--- src/rtl/key_debounce_scan.sv ---
// key_debounce_scan: synchronizes, debounces and edge-detects KEY_NUM active-low keys.
// Optional auto-repeat of KEY_PRESS while a key stays held: define KEY_REPEAT_EN.
`default_nettype none

module key_debounce_scan #(
  parameter int KEY_NUM            = 8,
  parameter int TICK_CYCLES        = 50000,
  parameter int DEBOUNCE_TICKS     = 20,
  parameter int REPEAT_DELAY_TICKS = 500,
  parameter int REPEAT_RATE_TICKS  = 100
) (
  input  logic               CLK_50M,
  input  logic               RST,
  input  logic [KEY_NUM-1:0] KEY,
  output logic [KEY_NUM-1:0] KEY_STATE,
  output logic [KEY_NUM-1:0] KEY_PRESS,
  output logic [KEY_NUM-1:0] KEY_RELEASE,
  output logic               KEY_ANY
);

  localparam int TW = (TICK_CYCLES > 1) ? $clog2(TICK_CYCLES) : 1;
  localparam int CW = (DEBOUNCE_TICKS > 0) ? $clog2(DEBOUNCE_TICKS + 1) : 1;
  localparam logic [TW-1:0] c_TICK_LAST = TW'(TICK_CYCLES - 1);
  localparam logic [CW-1:0] c_DEB_LAST  = CW'(DEBOUNCE_TICKS - 1);

  typedef enum logic [1:0] {
    ST_UP       = 2'd0,
    ST_CHK_DOWN = 2'd1,
    ST_DOWN     = 2'd2,
    ST_CHK_UP   = 2'd3
  } state_t;

  if (DEBOUNCE_TICKS < 1) begin : g_chk_debounce
    $error("DEBOUNCE_TICKS must be at least 1");
  end
  if (TICK_CYCLES < 2) begin : g_chk_tick
    $error("TICK_CYCLES must be at least 2");
  end
  if (REPEAT_DELAY_TICKS < 1 || REPEAT_RATE_TICKS < 1) begin : g_chk_repeat
    $error("REPEAT_DELAY_TICKS and REPEAT_RATE_TICKS must be at least 1");
  end

  logic [KEY_NUM-1:0] r_sync1;
  logic [KEY_NUM-1:0] r_sync2;
  logic [KEY_NUM-1:0] w_s;
  logic [TW-1:0]      r_tick_cnt;
  logic               w_tick;
  logic [KEY_NUM-1:0] w_level_nxt;
  logic [KEY_NUM-1:0] w_press_vec;
  logic [KEY_NUM-1:0] w_release_vec;

  // Synchronizers reset to the released level so no spurious press follows reset.
  always_ff @(posedge CLK_50M or posedge RST) begin
    if (RST) begin
      r_sync1 <= '1;
      r_sync2 <= '1;
    end else begin
      r_sync1 <= KEY;
      r_sync2 <= r_sync1;
    end
  end

  assign w_s = ~r_sync2;

  always_ff @(posedge CLK_50M or posedge RST) begin
    if (RST) begin
      r_tick_cnt <= '0;
    end else if (w_tick) begin
      r_tick_cnt <= '0;
    end else begin
      r_tick_cnt <= r_tick_cnt + TW'(1);
    end
  end

  assign w_tick = (r_tick_cnt == c_TICK_LAST);

  for (genvar gi = 0; gi < KEY_NUM; gi++) begin : g_key
    state_t        r_state;
    state_t        w_state_nxt;
    logic [CW-1:0] r_cnt;
    logic [CW-1:0] w_cnt_nxt;
    logic          w_press;
    logic          w_release;

    always_ff @(posedge CLK_50M or posedge RST) begin
      if (RST) begin
        r_state <= ST_UP;
        r_cnt   <= '0;
      end else begin
        r_state <= w_state_nxt;
        r_cnt   <= w_cnt_nxt;
      end
    end

    // A level mismatch is checked before the tick, so an abort discards a coincident tick.
    always_comb begin
      w_state_nxt = r_state;
      w_cnt_nxt   = r_cnt;
      w_press     = 1'b0;
      w_release   = 1'b0;
      case (r_state)
        ST_UP: begin
          if (w_s[gi]) begin
            w_state_nxt = ST_CHK_DOWN;
            w_cnt_nxt   = '0;
          end
        end
        ST_CHK_DOWN: begin
          if (!w_s[gi]) begin
            w_state_nxt = ST_UP;
            w_cnt_nxt   = '0;
          end else if (w_tick) begin
            if (r_cnt == c_DEB_LAST) begin
              w_state_nxt = ST_DOWN;
              w_cnt_nxt   = '0;
              w_press     = 1'b1;
            end else begin
              w_cnt_nxt = r_cnt + CW'(1);
            end
          end
        end
        ST_DOWN: begin
          if (!w_s[gi]) begin
            w_state_nxt = ST_CHK_UP;
            w_cnt_nxt   = '0;
          end
        end
        ST_CHK_UP: begin
          if (w_s[gi]) begin
            w_state_nxt = ST_DOWN;
            w_cnt_nxt   = '0;
          end else if (w_tick) begin
            if (r_cnt == c_DEB_LAST) begin
              w_state_nxt = ST_UP;
              w_cnt_nxt   = '0;
              w_release   = 1'b1;
            end else begin
              w_cnt_nxt = r_cnt + CW'(1);
            end
          end
        end
        default: begin
          w_state_nxt = ST_UP;
          w_cnt_nxt   = '0;
        end
      endcase
    end

    assign w_level_nxt[gi]   = (w_state_nxt == ST_DOWN) || (w_state_nxt == ST_CHK_UP);
    assign w_release_vec[gi] = w_release;

`ifdef KEY_REPEAT_EN
    localparam int RW = $clog2(REPEAT_DELAY_TICKS + REPEAT_RATE_TICKS + 1);
    localparam logic [RW-1:0] c_RPT_DELAY = RW'(REPEAT_DELAY_TICKS);
    localparam logic [RW-1:0] c_RPT_WRAP  = RW'(REPEAT_DELAY_TICKS + REPEAT_RATE_TICKS);

    logic [RW-1:0] r_rpt;
    logic [RW-1:0] w_rpt_nxt;
    logic [RW-1:0] w_rpt_inc;
    logic          w_rpt_pulse;

    assign w_rpt_inc = r_rpt + RW'(1);

    always_ff @(posedge CLK_50M or posedge RST) begin
      if (RST) begin
        r_rpt <= '0;
      end else begin
        r_rpt <= w_rpt_nxt;
      end
    end

    // Only a fresh press clears the count; returning from an aborted release resumes it.
    always_comb begin
      w_rpt_nxt   = r_rpt;
      w_rpt_pulse = 1'b0;
      if (r_state == ST_CHK_DOWN && w_state_nxt == ST_DOWN) begin
        w_rpt_nxt = '0;
      end else if (r_state == ST_DOWN && w_state_nxt == ST_DOWN && w_tick) begin
        if (w_rpt_inc == c_RPT_WRAP) begin
          w_rpt_nxt   = c_RPT_DELAY;
          w_rpt_pulse = 1'b1;
        end else begin
          w_rpt_nxt   = w_rpt_inc;
          w_rpt_pulse = (w_rpt_inc == c_RPT_DELAY);
        end
      end
    end

    assign w_press_vec[gi] = w_press | w_rpt_pulse;
`else
    assign w_press_vec[gi] = w_press;
`endif
  end

  always_ff @(posedge CLK_50M or posedge RST) begin
    if (RST) begin
      KEY_STATE   <= '0;
      KEY_PRESS   <= '0;
      KEY_RELEASE <= '0;
      KEY_ANY     <= 1'b0;
    end else begin
      KEY_STATE   <= w_level_nxt;
      KEY_PRESS   <= w_press_vec;
      KEY_RELEASE <= w_release_vec;
      KEY_ANY     <= |w_level_nxt;
    end
  end

endmodule

`default_nettype wire

--- config.mk ---
export PLATFORM = sky130hd
export DESIGN_NAME = key_debounce_scan
export DESIGN_NICKNAME = d
export VERILOG_FILES = /design/src/rtl/key_debounce_scan.sv
export SDC_FILE = /design/constraint.sdc
export NUM_CORES = 1
export LEC_CHECK = 0
export BUFFER_PORTS_ARGS = -buffer_cell sky130_fd_sc_hd__clkbuf_2
export CORE_MARGIN = 1
export CORE_UTILIZATION = 41
export DETAILED_ROUTE_END_ITERATION = 10
export SLEW_MARGIN = 10
export SYNTH_ARGS = -nofsm -noshare
export SYNTH_HDL_FRONTEND = slang
export SYNTH_SLANG_ARGS = --single-unit
--- constraint.sdc ---
create_clock -name CLK_50M -period 5.6 [get_ports CLK_50M]
set_clock_uncertainty 0.1 [all_clocks]
set_input_delay 0.56 -clock CLK_50M [delete_from_list [all_inputs] [get_ports CLK_50M]]
set_output_delay 0.56 -clock CLK_50M [all_outputs]
set_load 0.05 [all_outputs]
==> impl_metrics.prom <==
# TYPE chip_impl_metric gauge
chip_impl_metric{name="drt_pass1_iterations",unit=""} 4
chip_impl_metric{name="num-fill-cells",unit=""} 1126
chip_impl_metric{name="finalCoreUtilization",unit="%"} 47.3
chip_impl_info{name="path_class",value="register to register"} 1
chip_impl_metric{name="wl_per_cell",unit="um"} 14.5
chip_impl_metric{name="syn-mean-instance-area",unit="um2"} 10.7
chip_impl_metric{name="drt_iter0_drc",unit=""} 189
chip_impl_metric{name="number_of_standard_cells_after_synthesis",unit=""} 472
chip_impl_metric{name="pwr_density_cell",unit="nW/um2"} 268
chip_impl_metric{name="port_buffers",unit=""} 34
chip_impl_metric{name="setup_viol",unit=""} 0
chip_impl_metric{name="postCtsResizedCells",unit=""} 0
chip_impl_info{name="yosys.cell_count.top_type",value="sky130_fd_sc_hd__dfrtp_1"} 1
chip_impl_info{name="rsz0062_at_grt",value="false"} 1
chip_impl_metric{name="max-clock-path-buffers",unit=""} 2
chip_impl_metric{name="worst_hold_slack",unit="ps"} 185
chip_impl_metric{name="drt-vias-per-instance",unit=""} 5.46
chip_impl_metric{name="cp_max_fo",unit=""} 21
chip_impl_metric{name="floorplan_die_area",unit="um2"} 12800
chip_impl_metric{name="required",unit="ps"} 5770
chip_impl_info{name="hold_class",value="primary input to register"} 1
chip_impl_metric{name="die_height",unit="um"} 113
chip_impl_info{name="status",value="finished clean"} 1
chip_impl_info{name="synthTopCellsByCount",value="sky130_fd_sc_hd__dfrtp_1 (96), sky130_fd_sc_hd__nand2_1 (60), sky130_fd_sc_hd__nor2_1 (25)"} 1
chip_impl_metric{name="irDropWorstVdd",unit="mV"} 0.148
chip_impl_metric{name="power.total",unit="mW"} 1.52
chip_impl_metric{name="postSynthRegisterBits",unit=""} 112
chip_impl_metric{name="cp.arrival",unit="ps"} 3140
chip_impl_info{name="worstHoldEndpoint",value="r_sync1[6]"} 1
chip_impl_metric{name="grt_remaining_overflow",unit=""} 0
chip_impl_metric{name="final_hold_viol_count",unit=""} 0
chip_impl_metric{name="synth-edff-count",unit=""} 0
chip_impl_metric{name="antenna_found_initial",unit=""} 0
chip_impl_metric{name="fmaxAchievable",unit="MHz"} 337
chip_impl_metric{name="number_of_global_route_vias_before_repair",unit=""} 3478
chip_impl_metric{name="route.final.wire_length",unit="mm"} 9.55
chip_impl_info{name="yosys.area.top_type",value="sky130_fd_sc_hd__dfrtp_1"} 1
chip_impl_metric{name="setup.reg_to_reg.worst_slack",unit="ps"} 2630
chip_impl_metric{name="post-route-cell-area",unit="um2"} 5680
chip_impl_metric{name="timing_worst_slew_pin_value",unit="ps"} 894
chip_impl_metric{name="grt_max_degree",unit=""} 77
chip_impl_metric{name="number_of_placed_i_o_pins",unit=""} 35
chip_impl_metric{name="post_synth_instance_area",unit="um2"} 5060
chip_impl_info{name="synthFlopType",value="sky130_fd_sc_hd__dfrtp_1"} 1
chip_impl_metric{name="grt_total_usage",unit="%"} 16.4
chip_impl_metric{name="maxCapViolations",unit=""} 0
chip_impl_metric{name="core",unit="um2"} 12000
chip_impl_metric{name="synth_net_count",unit=""} 491
chip_impl_metric{name="rr_worst_depth",unit=""} 8
chip_impl_metric{name="num_vias",unit=""} 3601
chip_impl_metric{name="htreeDepth",unit=""} 3
chip_impl_info{name="root_buffer",value="sky130_fd_sc_hd__clkbuf_16"} 1
chip_impl_metric{name="numCtsBuffers",unit=""} 9
chip_impl_metric{name="clkSinkCount",unit=""} 112
chip_impl_metric{name="die_width",unit="um"} 113
chip_impl_info{name="regToRegEndpoint",value="g_key[5].r_cnt[3]"} 1
chip_impl_metric{name="placement_rows",unit=""} 40
chip_impl_info{name="timing.rr.start",value="r_tick_cnt[0]"} 1
chip_impl_metric{name="placement.cell_area",unit="um2"} 5370
chip_impl_metric{name="synth.yosys.warnings",unit=""} 0
chip_impl_metric{name="finalCritPeriodShare",unit="%"} 53.0
chip_impl_metric{name="finish.net_count",unit=""} 526
chip_impl_metric{name="final_layout_size_suffix_gt1_share",unit="%"} 15.8
chip_impl_metric{name="fraction_of_registers_with_async_set_reset",unit="%"} 100
chip_impl_metric{name="dp_hpwl",unit="mm"} 6.68
chip_impl_metric{name="drc",unit=""} 0
chip_impl_metric{name="worst_skew_pair.late_latency",unit="ps"} 350
chip_impl_metric{name="stdcell_count",unit=""} 659
chip_impl_metric{name="layout_setup_ws",unit="ps"} 2630
chip_impl_metric{name="synth_sequential_area_ratio",unit="%"} 55.8
chip_impl_metric{name="cts.repair_timing.setup_buffer_count",unit=""} 0
chip_impl_metric{name="antenna_cells_inserted",unit=""} 0
chip_impl_metric{name="floorplan.initialDensity",unit="%"} 42.1
chip_impl_metric{name="dp_slack",unit="ps"} 2650
chip_impl_metric{name="placed_cells_incl_taps",unit=""} 643
chip_impl_info{name="start_kind",value="register"} 1
chip_impl_metric{name="finalMaxSlewViolations",unit=""} 0
chip_impl_metric{name="holdPathStages",unit=""} 1
chip_impl_info{name="synth_top_cells_by_area",value="sky130_fd_sc_hd__dfrtp_1 (47%), sky130_fd_sc_hd__dfstp_2 (8.3%), sky130_fd_sc_hd__nand2_1 (4.5%), sky130_fd_sc_hd__mux2i_1 (4.2%), sky130_fd_sc_hd__xnor2_1 (2.4%)"} 1
chip_impl_metric{name="grt_pass1_wl",unit="mm"} 16.6
chip_impl_info{name="cp-end-kind",value="register"} 1
chip_impl_metric{name="multi_input_area",unit="um2"} 2120
chip_impl_metric{name="timing.setup.tns",unit="ps"} 0
chip_impl_metric{name="cts.hold.buffers_added",unit=""} 0
chip_impl_metric{name="routabilityCongestion",unit=""} 0.800
chip_impl_metric{name="synthDistinctLibCells",unit=""} 48
chip_impl_metric{name="register_area",unit="um2"} 2820
chip_impl_metric{name="worst_setup_hold_path_clk_slew",unit="ps"} 80
chip_impl_info{name="tritoncts",value="yes"} 1
chip_impl_metric{name="finalCriticalPeriod",unit="ps"} 2970
chip_impl_metric{name="syn2layout_area_growth",unit="%"} 12.2
chip_impl_metric{name="maxSlewHeadroom",unit="%"} 40.2
chip_impl_metric{name="post-synth-top-area-fraction",unit="%"} 47.5
chip_impl_metric{name="detail-route-antenna-nets",unit=""} 0
chip_impl_metric{name="leakage",unit="nW"} 2.54
chip_impl_info{name="min-delay-start",value="KEY[6]"} 1
## worst max-delay path, cell delays in order, from the launching register on
cell                      delay, ps
sky130_fd_sc_hd__dfrtp_1        400
sky130_fd_sc_hd__ha_1           230
sky130_fd_sc_hd__and3_1         270
sky130_fd_sc_hd__nand2_1        280
sky130_fd_sc_hd__nor2_2         760
sky130_fd_sc_hd__buf_4          400
sky130_fd_sc_hd__nand4_1        150
sky130_fd_sc_hd__xor2_1         160
sky130_fd_sc_hd__o22ai_1        140
## power by group
part	internal (mW)	switching [mW]
Combinational	0.0117	0.0319
Clock	0.352	0.295
Sequential	0.822	0.00931
## cells in the final DEF (no fill, tap or decap), types with 2 or more instances in the layout
cell type                    n
sky130_fd_sc_hd__dfrtp_1    96
sky130_fd_sc_hd__nand2_1    60
sky130_fd_sc_hd__clkbuf_2   34
sky130_fd_sc_hd__nor2_1     25
sky130_fd_sc_hd__a21oi_1    21
sky130_fd_sc_hd__o21ai_1    21
sky130_fd_sc_hd__mux2i_1    21
sky130_fd_sc_hd__nand4_1    19
sky130_fd_sc_hd__nand3_1    16
sky130_fd_sc_hd__dfstp_2    16
sky130_fd_sc_hd__inv_1      15
sky130_fd_sc_hd__o22ai_1    15
sky130_fd_sc_hd__xnor2_1    14
sky130_fd_sc_hd__and3_1     14
sky130_fd_sc_hd__xor2_1     14
sky130_fd_sc_hd__ha_1        9
sky130_fd_sc_hd__clkbuf_16   9
sky130_fd_sc_hd__nor3_1      8
sky130_fd_sc_hd__o31ai_1     7
sky130_fd_sc_hd__nor3b_1     7
sky130_fd_sc_hd__and2_1      6
sky130_fd_sc_hd__nor3_2      5
sky130_fd_sc_hd__o21ai_0     5
sky130_fd_sc_hd__o21bai_1    4
sky130_fd_sc_hd__nor4bb_1    4
sky130_fd_sc_hd__nor2b_1     4
sky130_fd_sc_hd__nand2b_1    4
sky130_fd_sc_hd__clkinv_4    4
sky130_fd_sc_hd__or3_1       3
sky130_fd_sc_hd__a32o_1      2
sky130_fd_sc_hd__nor4_1      2
sky130_fd_sc_hd__or2_2       2
sky130_fd_sc_hd__o41ai_1     2
sky130_fd_sc_hd__o2bb2ai_1   2
sky130_fd_sc_hd__or4_1       2
sky130_fd_sc_hd__a41oi_1     2
sky130_fd_sc_hd__buf_4       2
## worst max-delay path by stage
stage	from	to	slack [ps]	cells past startpoint
final	r_tick_cnt[0]	g_key[5].r_cnt[3]	2630	8
after global routing	r_tick_cnt[0]	g_key[3].r_cnt[3]	2280	7
after CTS	r_tick_cnt[0]	g_key[5].r_cnt[3]	2640	8
after detailed placement	r_tick_cnt[0]	g_key[5].r_cnt[3]	2650	8
after global placement	r_tick_cnt[0]	g_key[5].r_cnt[3]	2760	8
after floorplan	RST	KEY_ANY	2010	1
## sequential cells by signal, summed over array words and instances, names as in the netlist
signal         cells
KEY_ANY            1
KEY_PRESS          8
KEY_RELEASE        8
KEY_STATE          7
g_key.r_cnt       40
g_key.r_state     16
r_sync1            8
r_sync2            8
r_tick_cnt        16
## logic make-up (layout without fill, tap and decap cells)
group / count (synthesis) / in the layout / share of synthesized area, %
compound gates: 85 / 85 / 10.1
fa+ha+maj: 9 / 9 / 2.23
buf+inv: 28 / 68 / 2.35
simple gates: 189 / 189 / 20.5
mux: 21 / 21 / 4.15
xor+xnor: 28 / 28 / 4.85
flops: 112 / 112 / 55.8
## metal layers
| metal | up-vias | routed length (um) | track usage [%] |
|---|---|---|---|
| met2 | 43 | 4460 | 25.9 |
| met5 | - | 0 | 0 |
| met3 | 10 | 261 | 3.11 |
| met4 | 0 | 160 | 6.32 |
| li1 | 1747 | - | - |
| met1 | 1801 | 4670 | 22.5 |
## cell type report
class                      count  share of cell area, %
clock buffer                   9                   3.97
clock inverter                 7                   1.43
inverter                      16                   1.10
multi-input combinational    332                   37.3
sequential                   112                   49.7
tap                          147                   3.24
timing repair buffer          36                   3.26
No activity file was read; power rests on OpenSTA's default activity.
